[config.mk]
export PLATFORM = sky130hd
export DESIGN_NAME = sce_axi_wrbuf
export DESIGN_NICKNAME = d
export VERILOG_FILES = /design/src/rtl/sce_axibuf_pkg.sv /design/src/rtl/sce_axibuf_fifo.sv /design/src/rtl/sce_axi_wrbuf.sv
export SDC_FILE = /design/constraint.sdc
export NUM_CORES = 1
export LEC_CHECK = 0
export BUFFER_PORTS_ARGS = -buffer_cell sky130_fd_sc_hd__buf_2
export CORE_ASPECT_RATIO = 0.6
export CORE_MARGIN = 2
export CORE_UTILIZATION = 50
export DETAILED_ROUTE_END_ITERATION = 8
export PLACE_DENSITY = 0.68
export SLEW_MARGIN = 40
export SYNTH_ARGS = -nofsm -noshare
export SYNTH_HDL_FRONTEND = slang
export SYNTH_SLANG_ARGS = --single-unit
[constraint.sdc]
create_clock -name clk -period 9.3 [get_ports clk]
set_input_delay 1.395 -clock clk [delete_from_list [all_inputs] [get_ports clk]]
set_output_delay 1.395 -clock clk [all_outputs]
set_load 0.005 [all_outputs]
[src/rtl/sce_axibuf_pkg.sv]
// Shared types and helpers for the SCE AXI write buffer.
//   aw_entry_t : one queued AW request {id,addr,size,prot,len,burst}
//   w_entry_t  : one buffered W beat {data,strb,last}
//   ptr_w()    : pointer width for a power-of-2 FIFO depth
package sce_axibuf_pkg;

   localparam int SCE_AW  = 32;
   localparam int SCE_DW  = 32;
   localparam int SCE_IDW = 5;

   typedef struct packed {
      logic [SCE_IDW-1:0] id;
      logic [SCE_AW-1:0]  addr;
      logic [2:0]         size;
      logic [2:0]         prot;
      logic [7:0]         len;
      logic [1:0]         burst;
   } aw_entry_t;

   typedef struct packed {
      logic [SCE_DW-1:0]   data;
      logic [SCE_DW/8-1:0] strb;
      logic                last;
   } w_entry_t;

   function automatic int ptr_w(input int depth);
      return $clog2(depth);
   endfunction

endpackage

[src/rtl/sce_axibuf_fifo.sv]
// Generic synchronous FIFO with a parameterised entry type.
// Ports: clk, reset (sync, active-high), push/din, pop/dout,
//        full, empty, count (occupancy, one bit wider than the pointers).
// Push while full and pop while empty are ignored.
module sce_axibuf_fifo
   import sce_axibuf_pkg::*;
#(
   parameter type T     = logic,
   parameter int  DEPTH = 4
) (
   input  logic                    clk,
   input  logic                    reset,
   input  logic                    push,
   input  T                        din,
   input  logic                    pop,
   output T                        dout,
   output logic                    full,
   output logic                    empty,
   output logic [ptr_w(DEPTH):0]   count
);

   localparam int            PW       = ptr_w(DEPTH);
   localparam logic [PW:0]   FULL_CNT = (PW+1)'(DEPTH);

   T                mem [DEPTH];
   logic [PW-1:0]   wr_ptr;
   logic [PW-1:0]   rd_ptr;
   logic            do_push;
   logic            do_pop;

   assign do_push = push && !full;
   assign do_pop  = pop && !empty;

   always_ff @(posedge clk) begin
      if (reset) begin
         wr_ptr <= '0;
         rd_ptr <= '0;
         count  <= '0;
      end else begin
         if (do_push) wr_ptr <= wr_ptr + PW'(1);
         if (do_pop)  rd_ptr <= rd_ptr + PW'(1);
         case ({do_push, do_pop})
            2'b10:   count <= count + (PW+1)'(1);
            2'b01:   count <= count - (PW+1)'(1);
            default: ;
         endcase
      end
   end

   always_ff @(posedge clk) begin
      if (do_push) mem[wr_ptr] <= din;
   end

   assign dout  = mem[rd_ptr];
   assign full  = (count == FULL_CNT);
   assign empty = (count == '0);

endmodule

[src/rtl/sce_axi_wrbuf.sv]
// Store-and-forward AXI write buffer between an SCE master write port and
// the system fabric. AW requests and W beats are queued locally; a
// downstream AW is released once its whole burst is buffered, or early
// (cut-through) when the W FIFO is full of that burst alone. B passes through.
// Ports: clk, reset (sync, active-high); s_aw*/s_w*/s_b* upstream slave side;
//        m_aw*/m_w*/m_b* downstream master side; lenerr (sticky wlast vs
//        awlen disagreement); busy (anything queued or buffered).
module sce_axi_wrbuf
   import sce_axibuf_pkg::*;
#(
   parameter int AW    = SCE_AW,
   parameter int DW    = SCE_DW,
   parameter int IDW   = SCE_IDW,
   parameter int DEPTH = 16,
   parameter int AQ    = 4
) (
   input  logic            clk,
   input  logic            reset,
   input  logic            s_awvalid,
   output logic            s_awready,
   input  logic [IDW-1:0]  s_awid,
   input  logic [AW-1:0]   s_awaddr,
   input  logic [2:0]      s_awsize,
   input  logic [2:0]      s_awprot,
   input  logic [7:0]      s_awlen,
   input  logic [1:0]      s_awburst,
   input  logic            s_wvalid,
   output logic            s_wready,
   input  logic [DW-1:0]   s_wdata,
   input  logic [DW/8-1:0] s_wstrb,
   input  logic            s_wlast,
   output logic            s_bvalid,
   input  logic            s_bready,
   output logic [1:0]      s_bresp,
   output logic [IDW-1:0]  s_bid,
   output logic            m_awvalid,
   input  logic            m_awready,
   output logic [IDW-1:0]  m_awid,
   output logic [AW-1:0]   m_awaddr,
   output logic [2:0]      m_awsize,
   output logic [2:0]      m_awprot,
   output logic [7:0]      m_awlen,
   output logic [1:0]      m_awburst,
   output logic            m_wvalid,
   input  logic            m_wready,
   output logic [DW-1:0]   m_wdata,
   output logic [DW/8-1:0] m_wstrb,
   output logic            m_wlast,
   input  logic            m_bvalid,
   output logic            m_bready,
   input  logic [1:0]      m_bresp,
   input  logic [IDW-1:0]  m_bid,
   output logic            lenerr,
   output logic            busy
);

   // Burst counters are one bit wider than the AW queue index so that
   // "queue full" and "queue empty" are distinguishable as modular differences.
   localparam int CW = ptr_w(AQ) + 1;

   aw_entry_t                aw_in, aw_head;
   w_entry_t                 w_in, w_head;
   logic                     aq_full, aq_empty, wf_full, wf_empty;
   logic [ptr_w(AQ):0]       aq_count;
   logic [ptr_w(DEPTH):0]    wf_count;

   logic [CW-1:0]  aw_rcvd, bursts_rcvd, aw_issued, bursts_drained;
   logic [CW-1:0]  rcv_pending, head_ahead, drain_pending;
   logic [8:0]     bcnt;
   logic [7:0]     cur_len;
   logic           aw_push, w_push, aw_pop, w_pop;
   logic           at_len, w_close, head_done, cut_through;

   // Burst lengths indexed by burst number. A cut-through burst leaves the AW
   // queue before it is fully received, so its length cannot be read from the
   // queue; the window of live burst numbers is at most AQ+1, hence 2*AQ slots.
   logic [7:0]     len_mem [2*AQ];

   assign aw_push = s_awvalid && s_awready;
   assign w_push  = s_wvalid && s_wready;
   assign aw_pop  = m_awvalid && m_awready;
   assign w_pop   = m_wvalid && m_wready;

   assign rcv_pending   = aw_rcvd - bursts_rcvd;
   assign head_ahead    = bursts_rcvd - aw_issued;
   assign drain_pending = aw_issued - bursts_drained;

   assign cur_len = len_mem[bursts_rcvd];
   assign at_len  = (bcnt == {1'b0, cur_len});
   assign w_close = s_wlast || at_len;

   // head_ahead wraps to all-ones when a cut-through head was issued ahead of
   // reception, so "complete" means a difference in 1..AQ.
   assign head_done   = (head_ahead != '0) && (head_ahead <= CW'(AQ));
   // Early release only when the full FIFO holds nothing but the head burst.
   assign cut_through = wf_full && (head_ahead == '0) && (drain_pending == '0);

   assign s_awready = !reset && !aq_full;
   assign s_wready  = !reset && !wf_full && (rcv_pending != '0);
   assign m_awvalid = !reset && !aq_empty && (head_done || cut_through);
   assign m_wvalid  = !reset && !wf_empty && (drain_pending != '0);

   assign aw_in = '{id: s_awid, addr: s_awaddr, size: s_awsize, prot: s_awprot,
                    len: s_awlen, burst: s_awburst};
   assign w_in  = '{data: s_wdata, strb: s_wstrb, last: w_close};

   sce_axibuf_fifo #(.T(aw_entry_t), .DEPTH(AQ)) u_aq (
      .clk   (clk),
      .reset (reset),
      .push  (aw_push),
      .din   (aw_in),
      .pop   (aw_pop),
      .dout  (aw_head),
      .full  (aq_full),
      .empty (aq_empty),
      .count (aq_count)
   );

   sce_axibuf_fifo #(.T(w_entry_t), .DEPTH(DEPTH)) u_wf (
      .clk   (clk),
      .reset (reset),
      .push  (w_push),
      .din   (w_in),
      .pop   (w_pop),
      .dout  (w_head),
      .full  (wf_full),
      .empty (wf_empty),
      .count (wf_count)
   );

   always_ff @(posedge clk) begin
      if (reset) begin
         aw_rcvd        <= '0;
         bursts_rcvd    <= '0;
         aw_issued      <= '0;
         bursts_drained <= '0;
         bcnt           <= '0;
         lenerr         <= 1'b0;
      end else begin
         if (aw_push) aw_rcvd <= aw_rcvd + CW'(1);
         if (w_push) begin
            if (w_close) begin
               bcnt        <= '0;
               bursts_rcvd <= bursts_rcvd + CW'(1);
            end else begin
               bcnt <= bcnt + 9'd1;
            end
            if (s_wlast != at_len) lenerr <= 1'b1;
         end
         if (aw_pop) aw_issued <= aw_issued + CW'(1);
         if (w_pop && w_head.last) bursts_drained <= bursts_drained + CW'(1);
      end
   end

   always_ff @(posedge clk) begin
      if (aw_push) len_mem[aw_rcvd] <= s_awlen;
   end

   assign m_awid    = aw_head.id;
   assign m_awaddr  = aw_head.addr;
   assign m_awsize  = aw_head.size;
   assign m_awprot  = aw_head.prot;
   assign m_awlen   = aw_head.len;
   assign m_awburst = aw_head.burst;

   assign m_wdata = w_head.data;
   assign m_wstrb = w_head.strb;
   assign m_wlast = w_head.last;

   assign s_bvalid = m_bvalid;
   assign m_bready = s_bready;
   assign s_bresp  = m_bresp;
   assign s_bid    = m_bid;

   assign busy = (aq_count != '0) || (wf_count != '0);

endmodule
==> impl_results.md <==
* Total number of vias at 16,300
* Post-DP HPWL at 39,300 µm
* Post-synth top flop: edfxtp_1
* Final ANT Viol Nets at 0
* Crit path top cell by count: mux4_2
* Fin nets at 1,897
* CTS H-tree lvls at 3
* Initial Utilization at 0.505
* Register area share after synthesis at 0.770
* Synthesized cell area at 35,200 µm²
* Critical path's slowest cell: dfxtp_4
* Tcrit/Tclk final at 0.531
* Iter 0 DRT Violations at 1,745
* Max IR drop VDD at 0.000142 V
* Pleak at 0.0126 µW
* Count of flip-flops with a built-in enable after synthesis at 868
* ANT cells at 0
* Number of buffers added on ports at 191
* Fin area at 39,900 µm²
* Synth warn at 0
* Area grow syn2layout at 13.5%
* FP Rows at 75
* Placed standard-cell area at 37,300 µm²
* Final core occ at 0.573
* Post-Layout Cell Count at 2,755
* Number of library cell types mapped by synthesis at 49
* Initial antenna violation count at 4
* Top Family by Delay on Critical Path: buffers and inverters
* Clk root buf: clkbuf_16
* Global route overflow at 0
* Core area at 69,700 µm²
* Max incr delay on CP at 0.72 ns
* R2r setup slk at 5.42 ns
* Synth Register Bits at 919
* Layout cell share with drive strength beyond 1 at 0.345
* CTS buffer count at 82
* First-pass GRT wire length at 106,000 µm
* Drc violations at 0
* Largest net degree at the start of global routing at 76
* Clock sink total at 919
* CP Launch Type: flip-flop
* Fillers at 4,986
* Syn_area_per_cell at 22.9 µm²
* Worst endpoint required time at 7.91 ns
* Vias in the first global route at 16,800
* Largest fanout on the critical path at 75
* Critical path cell sequence: buf_12, buf_6, mux4_2, mux4_2, buf_2
* # hold bufs at CTS at 0
* Ys async rst share at 0
* Via density at 5.93
* Final setup fails at 0
* Setup CP Type: flip-flop to primary output
* Final Hold Slack at 0.450 ns
* Post-CTS setup buffer count at 0
* Min Clock Period, post-route at 4.94 ns
* Area of the die at 72,600 µm²
* CP Capture Type: primary output
* P per Cell Area at 202 nW/µm²
* Status: completed
* Slew Limit Headroom at 0.418
* Fmax at 203 MHz
* Worst Skew at 0.0231 ns
* Routability cong. at 0.740
* Die Span Y at 209 µm
* MaxCap Viol Count at 0
* Clock buffer depth at 3
* WL/cell at 26.0 µm
* Post-cts resize count at 0
* Post-synth net total at 1,667
* Synth Instances at 1,533
* GRT Resource Usage Total at 0.198
* Placed cell count at 2,603
* RSZ-0062 raised after global routing: no
* Slew Viols, Final at 0
* WP buf/inv at 3
* Worst-margin pin slew at 0.873 ns
* Clk Latency, worst-skew pair at 0.64 ns
* Io pins at 210
* Die X at 346 µm
* Final Hold Violating Endpoints at 0
* Worst EP arrival at 3.54 ns
* Final wirelength at 71,600 µm
* Setup TNS at 0 ns
* Min-Delay Path Class: flip-flop to flip-flop
* CTS tree: yes
* Register clock-pin slew on the reported worst setup and hold paths at 0.07 ns
* DRT Pass-1 Iters at 5
## synth_stat cells, types with 6 or more instances
library cell  count  area share
mux2i_1          19      0.0054
nand2b_1          7      0.0012
xor2_1           14      0.0035
and2_1           10      0.0018
dfxtp_1          51       0.029
clkbuf_1         27      0.0029
buf_4            18      0.0038
nand2_1          20      0.0021
inv_1            20      0.0021
nand3_1           8      0.0011
edfxtp_1        868        0.74
nor2_1           28      0.0030
a21oi_1          24      0.0034
mux4_2          253        0.16
buf_2            23      0.0033
xnor2_1          16      0.0040
and3_1           17      0.0030
ha_1             27      0.0096
nor3_1            6     0.00085
buf_1             8     0.00085
## worst paths after layout
kind / depth (start not counted) / start / to
worst max register to register: 13 / aw_rcvd[0]$_SDFFE_PP0P_ / u_wf.count[4]$_SDFFE_PP0P_
worst min-delay path: 1 / u_aq.rd_ptr[1]$_SDFFE_PP0P_ / flip-flop
worst min register to register: 1 / u_aq.rd_ptr[1]$_SDFFE_PP0P_ / flip-flop
worst max-delay path: 5 / flip-flop / m_wdata[15]
## power breakdown
group / total (µW) / leakage [µW] / internal (µW) / switching (µW)
Clock: 3290 / 0.00126 / 1800 / 1490
Combinational: 201 / 0.00310 / 74.4 / 127
Sequential: 4580 / 0.00824 / 4560 / 14.6
Total: 8070 / 0.0126 / 6440 / 1630
## kinds of logic (layout without fill, tap and decap cells)
group	Yosys count	count (layout)	synth area share
DFF	919	919	0.770
muxes	272	272	0.167
and+or+nand+nor	123	123	0.0187
buffers and inverters	102	400	0.0145
AOI/OAI and AO/OA	56	56	0.0103
xor gates and xnor gates	32	32	0.00839
adders and majority gates	29	29	0.0107
## final cells by class
cell class | instances | area (µm²) | area share
sequential | 919 | 27100 | 0.679
clock buffer | 101 | 2140 | 0.0537
tap | 924 | 1160 | 0.0290
clock inverter | 51 | 470 | 0.0118
timing repair buffer | 226 | 1320 | 0.0329
multi-input combinational | 512 | 7650 | 0.192
inverter | 22 | 82.6 | 0.00207
## placed cells by master, fill, tap and decap left out, types with 16 or more instances in the layout
master,synthesis,routed
xnor2_1,16,16
buf_4,18,23
edfxtp_1,868,868
nor2_1,28,27
mux4_2,253,253
mux2i_1,19,19
clkbuf_1,27,18
dfxtp_1,51,44
ha_1,27,27
buf_2,23,191
clkbuf_16,0,83
nand2_1,20,20
inv_1,20,20
clkinv_1,0,21
a21oi_1,24,24
## state kept, by name (all words and copies together), names as in the netlist, named ones only
signal and cells:
u_wf.mem 592, u_aq.mem 212, len_mem 64, bcnt 9, u_wf.count 5, u_wf.rd_ptr 4
u_wf.wr_ptr 4, aw_issued 3, aw_rcvd 3, bursts_drained 3, bursts_rcvd 3, u_aq.count 3
u_aq.rd_ptr 2, u_aq.wr_ptr 2, lenerr 1
## per-stage QoR
| step | setup WS, ns | power [µW] |
|---|---|---|
| 6_report | 4.36 | 8070 |
| 3_3_place_gp | 4.66 | 4860 |
| 5_1_grt | 4.21 | 8310 |
| 3_5_place_dp | 4.59 | 4870 |
| 2_1_floorplan | 4.28 | 4760 |
| 4_1_cts | 4.34 | 8140 |
## routing by layer
| metal | routed length, µm | part of all wire | GRT usage | up-vias |
|---|---|---|---|---|
| met5 | 13 | 0.00018 | 0 | - |
| li1 | - | - | - | 6887 |
| met4 | 1050 | 0.015 | 0.0384 | 2 |
| met3 | 4730 | 0.066 | 0.0423 | 85 |
| met1 | 32600 | 0.45 | 0.306 | 8806 |
| met2 | 33300 | 0.46 | 0.296 | 546 |
(Power assumes the default switching activity.)
